File: config.mk
export PLATFORM = sky130hd
export DESIGN_NAME = fetch_order_monitor
export DESIGN_NICKNAME = d
export VERILOG_FILES = /design/src/rtl/fetch_order_monitor.sv
export SDC_FILE = /design/constraint.sdc
export NUM_CORES = 1
export LEC_CHECK = 0
export CORE_MARGIN = 5
export CORE_UTILIZATION = 55
export DETAILED_ROUTE_END_ITERATION = 8
export GPL_TIMING_DRIVEN = 0
export PLACE_DENSITY = 0.86
export SYNTH_ARGS = -nofsm -noshare
export SYNTH_HDL_FRONTEND = slang
export SYNTH_SLANG_ARGS = --single-unit
File: constraint.sdc
create_clock -name clock -period 7.86 [get_ports clock]
set_input_delay 1.572 -clock clock [delete_from_list [all_inputs] [get_ports clock]]
set_output_delay 1.572 -clock clock [all_outputs]
set_load 0.02 [all_outputs]
File: src/rtl/fetch_order_monitor.sv
// Fetch order checker and performance monitor: tracks outstanding fetch requests
// in an in-order queue, flags response mismatches, and counts cycles/requests/retires.
module fetch_order_monitor #(
    parameter int                      ADDRESS_BITS = 12,
    parameter int                      DEPTH        = 4,
    parameter int                      COUNT_BITS   = 32,
    parameter logic [ADDRESS_BITS-1:0] END_PC       = 12'h0B0
) (
    input  logic                    clock,
    input  logic                    reset,
    input  logic                    req_valid,
    input  logic [ADDRESS_BITS-1:0] req_address,
    input  logic                    rsp_valid,
    input  logic [ADDRESS_BITS-1:0] rsp_address,
    input  logic                    flush,
    input  logic                    retire_valid,
    input  logic [ADDRESS_BITS-1:0] retire_pc,
    input  logic                    clear_counters,
    output logic [$clog2(DEPTH):0]  outstanding,
    output logic                    full,
    output logic                    empty,
    output logic                    order_err,
    output logic                    overflow_err,
    output logic                    underflow_err,
    output logic [ADDRESS_BITS-1:0] err_expected,
    output logic [ADDRESS_BITS-1:0] err_actual,
    output logic [COUNT_BITS-1:0]   error_count,
    output logic [COUNT_BITS-1:0]   cycle_count,
    output logic [COUNT_BITS-1:0]   request_count,
    output logic [COUNT_BITS-1:0]   retire_count,
    output logic                    done,
    output logic [COUNT_BITS-1:0]   done_cycles
);

    localparam int                  PTR_BITS    = $clog2(DEPTH);
    localparam logic [PTR_BITS:0]   DEPTH_COUNT = (PTR_BITS+1)'(DEPTH);
    localparam logic [PTR_BITS:0]   OCC_ONE     = (PTR_BITS+1)'(1);
    localparam logic [PTR_BITS-1:0] PTR_ONE     = PTR_BITS'(1);

    logic [ADDRESS_BITS-1:0] entries [DEPTH];
    logic [PTR_BITS-1:0]     read_ptr, write_ptr;
    logic [PTR_BITS-1:0]     read_ptr_next, write_ptr_next, write_slot;
    logic [PTR_BITS:0]       outstanding_next;
    logic [ADDRESS_BITS-1:0] head;
    logic                    pop, push, underflow, overflow, mismatch;
    logic                    error_event, finishing;

    function automatic logic [COUNT_BITS-1:0] bump(input logic [COUNT_BITS-1:0] value,
                                                   input logic                  enable);
        return (enable && value != '1) ? value + COUNT_BITS'(1) : value;
    endfunction

    // Decisions use registered occupancy, so a rsp never bypasses a same-cycle req.
    assign head        = entries[read_ptr];
    assign pop         = rsp_valid & ~flush & ~empty;
    assign underflow   = rsp_valid & ~flush & empty;
    assign push        = req_valid & (flush | ~full | pop);
    assign overflow    = req_valid & ~flush & full & ~pop;
    assign mismatch    = pop & (head != rsp_address);
    assign error_event = mismatch | overflow | underflow;
    assign finishing   = retire_valid & (retire_pc == END_PC) & ~done;
    assign write_slot  = flush ? '0 : write_ptr;

    always_comb begin
        read_ptr_next    = read_ptr;
        write_ptr_next   = write_ptr;
        outstanding_next = outstanding;
        if (flush) begin
            read_ptr_next    = '0;
            write_ptr_next   = push ? PTR_ONE : '0;
            outstanding_next = push ? OCC_ONE : '0;
        end else begin
            if (pop)
                read_ptr_next = read_ptr + PTR_ONE;
            if (push)
                write_ptr_next = write_ptr + PTR_ONE;
            if (push && !pop)
                outstanding_next = outstanding + OCC_ONE;
            else if (pop && !push)
                outstanding_next = outstanding - OCC_ONE;
        end
    end

    always_ff @(posedge clock) begin
        if (push)
            entries[write_slot] <= req_address;
    end

    always_ff @(posedge clock) begin
        if (reset) begin
            read_ptr      <= '0;
            write_ptr     <= '0;
            outstanding   <= '0;
            full          <= 1'b0;
            empty         <= 1'b1;
            order_err     <= 1'b0;
            overflow_err  <= 1'b0;
            underflow_err <= 1'b0;
            err_expected  <= '0;
            err_actual    <= '0;
            error_count   <= '0;
            cycle_count   <= '0;
            request_count <= '0;
            retire_count  <= '0;
            done          <= 1'b0;
            done_cycles   <= '0;
        end else begin
            read_ptr    <= read_ptr_next;
            write_ptr   <= write_ptr_next;
            outstanding <= outstanding_next;
            full        <= (outstanding_next == DEPTH_COUNT);
            empty       <= (outstanding_next == '0);

            // Only the first mismatch is captured; later ones just count.
            if (mismatch) begin
                order_err <= 1'b1;
                if (!order_err) begin
                    err_expected <= head;
                    err_actual   <= rsp_address;
                end
            end
            if (overflow)
                overflow_err <= 1'b1;
            if (underflow)
                underflow_err <= 1'b1;

            if (clear_counters) begin
                error_count   <= '0;
                cycle_count   <= '0;
                request_count <= '0;
                retire_count  <= '0;
            end else if (!done) begin
                cycle_count   <= bump(cycle_count, 1'b1);
                request_count <= bump(request_count, req_valid);
                retire_count  <= bump(retire_count, retire_valid);
                error_count   <= bump(error_count, error_event);
            end

            // done_cycles takes the pre-edge count, i.e. cycles elapsed before this retire.
            if (finishing) begin
                done        <= 1'b1;
                done_cycles <= cycle_count;
            end
        end
    end

endmodule
## Yosys cells after proc, flatten, opt, wreduce, memory -nomap -nowiden

Memory sizes are Yosys's and may differ from the RTL's. A register that Yosys moved wholly into a read port is not among the register bits.
Cells that the tools add are included.
W data, S select, Z words.

| cells by class | value |
|---|---|
| add/sub/neg operators | 8 |
| multipliers | 0 |
| div/mod/pow operators | 0 |
| magnitude comparators | 0 |
| equality and inequality tests | 7 |
| shift-type cells | 0 |
| multiplexer cells | 12 |
| bitwise operators | 20 |
| reduce and logical (&&, ||, !) cells | 16 |

Operators by type and width:

| kind | count |
|---|---|
| $add A32 B1 Y32 const B | 4 |
| $ne A32 B32 Y1 const B | 4 |
| $eq A12 B8 Y1 const B | 1 |
| $ne A12 B12 Y1 | 1 |
| $and A1 B1 Y1 | 10 |
| $mux W2 | 5 |
| $reduce_and A2 Y1 | 5 |
| $mux W3 | 3 |
| $not A1 Y1 | 6 |
| $logic_and A1 B1 Y1 | 5 |
| $add A2 B1 Y2 const B | 2 |
| $mux W1 | 4 |
| $or A1 B1 Y1 | 4 |
| $reduce_or A2 Y1 | 2 |
| $add A3 B1 Y3 const B | 1 |
| $eq A3 B3 Y1 const B | 1 |
| $logic_not A3 Y1 | 1 |
| $sub A3 B1 Y3 const B | 1 |
| $logic_not A1 Y1 | 2 |
| $reduce_bool A2 Y1 | 1 |

| storage, ports and cells | value |
|---|---|
| bits in registers | 197 |
| latch bits | 0 |
| RAM bits | 48 |
| memory bits (read-only) | 0 |
| output and inout port bits | 193 |
| word-level logic and storage cells | 80 |
| memories | 1 |

Memories:

| name | words | width | read ports | clocked after memory_dff | write ports | RTL line | RTL |
|---|---|---|---|---|---|---|---|
| entries | 4 | 12 | 1 | 1 | 1 | 40 | `logic [ADDRESS_BITS-1:0] entries [DEPTH];` |

## Longest topological paths before layout

| depth | value |
|---|---|
| depth in word-level cells | 11 |
| gate-level depth with buffers | 10 |

## Worst setup path before layout

No wires, ideal clock.

| timing | value |
|---|---|
| path type | input port to flip-flop |
| start point | input port flush |
| end point | memory entries[1][0] (enable) |
| library setup time | 0.396 ns |
| arrival | 3.094 ns |
| data required time | 7.464 ns |
| slack | 4.370 ns |
| stages on the path | 3 |
| path buffers | 0 |
| cell sequence | nor3b_2 -> o21ai_0 -> nor3_1 |

| between the ends | value |
|---|---|
| cells in the longest elaborated chain, start to end | 7 |

RTL lines:

| what | RTL line | RTL |
|---|---|---|
| start, declared | 15 | `input logic flush,` |
| $not A1 Y1 | 55 | `assign pop = rsp_valid & ~flush & ~empty;` |
| $and A1 B1 Y1 (2 in series) | 55 |  |
| $or A1 B1 Y1 | 57 | `assign push = req_valid & (flush \| ~full \| pop);` |
| $and A1 B1 Y1 | 57 |  |
| $mux W1 | 85 | `if (push)` |
| $mux W1 (implied by the code) | 86 | `entries[write_slot] <= req_address;` |
| end, declared | 40 |  |

Parallel ways exist; a longest one is shown, timed or not.

## Worst setup path in the final report

| timing | value |
|---|---|
| start point | input port rsp_valid |
| end point | register error_count[29] |

| between the ends | value |
|---|---|
| cells in the longest elaborated chain, start to end | 8 |

RTL lines:

| what | RTL line | RTL |
|---|---|---|
| start, declared | 13 | `input logic rsp_valid,` |
| $and A1 B1 Y1 * | 55, 56 |  |
| $and A1 B1 Y1 | 55 |  |
| $not A1 Y1 | 58 | `assign overflow = req_valid & ~flush & full & ~pop;` |
| $and A1 B1 Y1 | 58 |  |
| $or A1 B1 Y1 | 60 | `assign error_event = mismatch \| overflow \| underflow;` |
| $or A1 B1 Y1 * | 60 |  |
| $logic_and A1 B1 Y1 * | 50 | `return (enable && value != '1) ? value + COUNT_BITS'(1) : value;` |
| $reduce_and A2 Y1 (no line) * | - |  |
| end signal, assigned | 136 | `error_count <= bump(error_count, error_event);` |
| end, declared | 27 | `output logic [COUNT_BITS-1:0] error_count,` |

Every way passes the cells marked *; elsewhere a longest branch is shown, timed or not.
A chain may end at the register's enable or synchronous reset.

==> results.yml <==
outcome:
  status: "finished clean"
cells_and_area:
  finish.utilization_pct: 75.3
  area_growth_pct: 34.1
  fillers: 1264
  register_area_sq_um: 5430
  drive_gt1_share_pct: 6.49
  multiInputGateArea_sq_um: 4830
  mostFrequentLayoutCells: "234 x clkdlybuf4s50_1, 199 x dfxtp_1, 184 x nor2_1"
  layout.nets: 1385
  final_area_sq_um: 14100
  final_common_cell: "clkdlybuf4s50_1"
  antenna_cells: 0
floorplanning:
  start_util_pct: 56.2
  ioPinCount: 236
  fp.dieH_microns: 148
  dieWidth_microns: 148
  die-area_sq_um: 22000
  core_sq_um: 18800
  rows: 50
timing:
  worstMarginPinSlew_ns: 1.11
  fin_crit_sh_pct: 48.4
  fmax_ghz: 0.263
  finalCriticalPeriod_ns: 3.80
  rsz0062_at_grt: "no"
  skew_ns: 0.0273
  setup_violations: 0
  tns_ns: 0
  hold_viol_final: 0
  setup_ws_ns: 4.06
  max_slew_margin_pct: 25.5
  maxSlewViolCount: 0
worst_setup_path:
  crit_type: "input port to register"
  regToRegStartpoint: "error_count[6]"
  crit_start: "rsp_valid"
  rr_worst_depth: 8
  cp.required_ns: 8.24
  reg2reg_to: "error_count[29]"
  setup.worst_path.end: "error_count[29]"
  path_max_fanout: 10
  reg2reg_setup_slack_ns: 4.69
  worstSetupEndpointType: "register"
  worst_ep_arrival_time_ns: 4.18
  start_kind: "input port"
power_and_ir_drop:
  power.leakage_uw: 0.00487
  p_sw_share_pct: 21.6
  p_int_uw: 2180
  vdd_drop_max_mv: 0.217
  clkPwrFrac_pct: 46.9
  power_switching_uw: 603
  pwr-share-seq_pct: 47.4
  p_total_uw: 2790
  power_density_nw_per_um2: 197
  comb_power_share_pct: 5.7
placement:
  dp_hpwl_microns: 21200
  port_buffers: 234
  place_area_sq_um: 13200
  place_ws_ns: 3.63
  place_congestion: 0.874
yosys:
  synthFlopType: "dfxtp_1"
  yosysSeqAreaShare_pct: 51.5
  synth_warnings: 0
  synth_mux_area_share_pct: 7.88
  synth_cells: 1072
  syn_area_per_cell_sq_um: 9.83
  syn_area_sq_um: 10500
  ys_seq_elements: 247
  synth-simple-area-share_pct: 23.0
  postSynth.asyncResetShare_pct: 0
  synth_top_area_cell: "dfxtp_1"
  synth_compound_gate_area_share_pct: 4.70
  synth_top_family_by_area: "simple AND/OR/NAND/NOR gates"
  synth_area_leaders: "dfxtp_1 38%, edfxtp_1 14%, nor2_1 6.6%"
  syn_nets: 1121
  synth.distinct_cells: 57
  synth_top_area_share_pct: 37.8
  synth-adder-area-share_pct: 0.712
  synth-xor-area-share_pct: 9.47
  synth_edf_count: 48
drt:
  ant_nets: 0
  drc: 0
  wl_microns: 29200
  vias: 9050
  drtIter0Drc: 604
  routed_via_density: 5.70
  wire_per_inst_microns: 18.4
  drtPass1Iterations: 5
clock_tree:
  cts-resized-gates: 0
  cts_sinks: 247
  cts_root_buffer: "clkbuf_16"
  htreeDepth: 1
  clk_latency_ns: 0.53
  holdBufCountCts: 0
  cts_tree: "built"
  post-cts-setup-buffer-count: 0
  clock_path_buffers: 3
  cts.clk_slew.worst_paths_ns: 0.06
  cts_inserted_buffers: 26
global_routing:
  grt_overflow: 0
  antenna_found_initial: 0
  grtUsageMet1_pct: 32.5
  grt_max_degree: 15
  grt-busiest-layer: "met2"
  met3_usage_pct: 5.42
  grt_pass1_wl_microns: 46700
  grt_pass1_vias: 8864
  grt_util_met2_pct: 44.9
  grt_usage_pct: 25.8
min_path:
  min_from: "underflow_err"
  min_path_type: "register to register"
job:
  cap_violations: 0
==> sequential cells by signal (all words and copies together), names as in the netlist, 2 cells and up, named ones only <==
name and flops:
outstanding 3, entries 48, done_cycles 32, request_count 32, cycle_count 32, retire_count 32
err_actual 12, read_ptr 2, error_count 32, write_ptr 2, err_expected 12
==> cell usage after synthesis (4+ instances only) <==
master      n
a211oi_1    4
a21oi_1    35
and2_1     10
and3_1     18
and4_1     13
and4_4      5
buf_1       4
buf_2       5
clkbuf_1   35
dfxtp_1   199
edfxtp_1   48
ha_1        6
inv_1      22
mux2i_1    56
mux4_2     12
nand2_1    64
nand3_1    48
nand4_1    41
nor2_1    184
nor2b_1     4
nor3_1     34
nor3b_1     4
nor4_1     14
o21a_1      4
o21ai_0    24
or3_1      21
xnor2_1    65
xor2_1     49
==> metrics by stage <==
step	hold WS (ns)	std cells
6_report	0.484	1589
4_1_cts	0.490	1589
3_3_place_gp	0.452	1540
5_1_grt	0.509	1589
3_5_place_dp	0.457	1542
2_1_floorplan	0.528	1072
==> critical path: stages <==
cell and delay (ns):
clkdlybuf4s50_1 0.54, nor3b_2 0.52, o21a_1 0.29, o311ai_0 0.31, clkbuf_1 0.34, nor4_1 0.35, xnor2_1 0.19, nor2_1 0.07
==> cell type report <==
| cell class | count | share of cell area, % |
|---|---|---|
| sequential | 247 | 38.4 |
| multi-input combinational | 755 | 34.2 |
| timing repair buffer | 236 | 16.7 |
| clock buffer | 32 | 5.05 |
| tap | 234 | 2.07 |
| clock inverter | 15 | 1.48 |
| buffer | 48 | 1.46 |
| inverter | 22 | 0.584 |
==> kinds of logic after synthesis <==
group                      Yosys count
AOI/OAI and AO/OA                   84
xor gates and xnor gates           114
adders and majority gates            6
buffers and inverters               70
DFF                                247
muxes                               68
and+or+nand+nor                    483
==> worst min-delay path by stage <==
| stage | cells after the start | end | slack [ns] |
|---|---|---|---|
| after floorplan | 2 | register | 0.53 |
| after global placement | 2 | underflow_err | 0.45 |
| after detailed placement | 2 | overflow_err | 0.46 |
| after CTS | 2 | underflow_err | 0.49 |
| after global routing | 2 | done_cycles[16] | 0.51 |
| final | 2 | underflow_err | 0.48 |
==> metal layers <==
layer,part of all wire [%],vias to the layer above
li1,-,4297
met5,0,-
met3,7.1,63
met1,40,4350
met4,3.0,0
met2,50,340
==> power by group through the flow <==
stage	sequential (uW)	clock [uW]	combinational, uW
after floorplan	1360	0	71.9
after global placement	1350	0	152
after detailed placement	1350	0	156
after CTS	1320	1330	158
after global routing	1320	1380	169
final	1320	1310	157
Note: power is estimated with default switching activity, not from simulation.
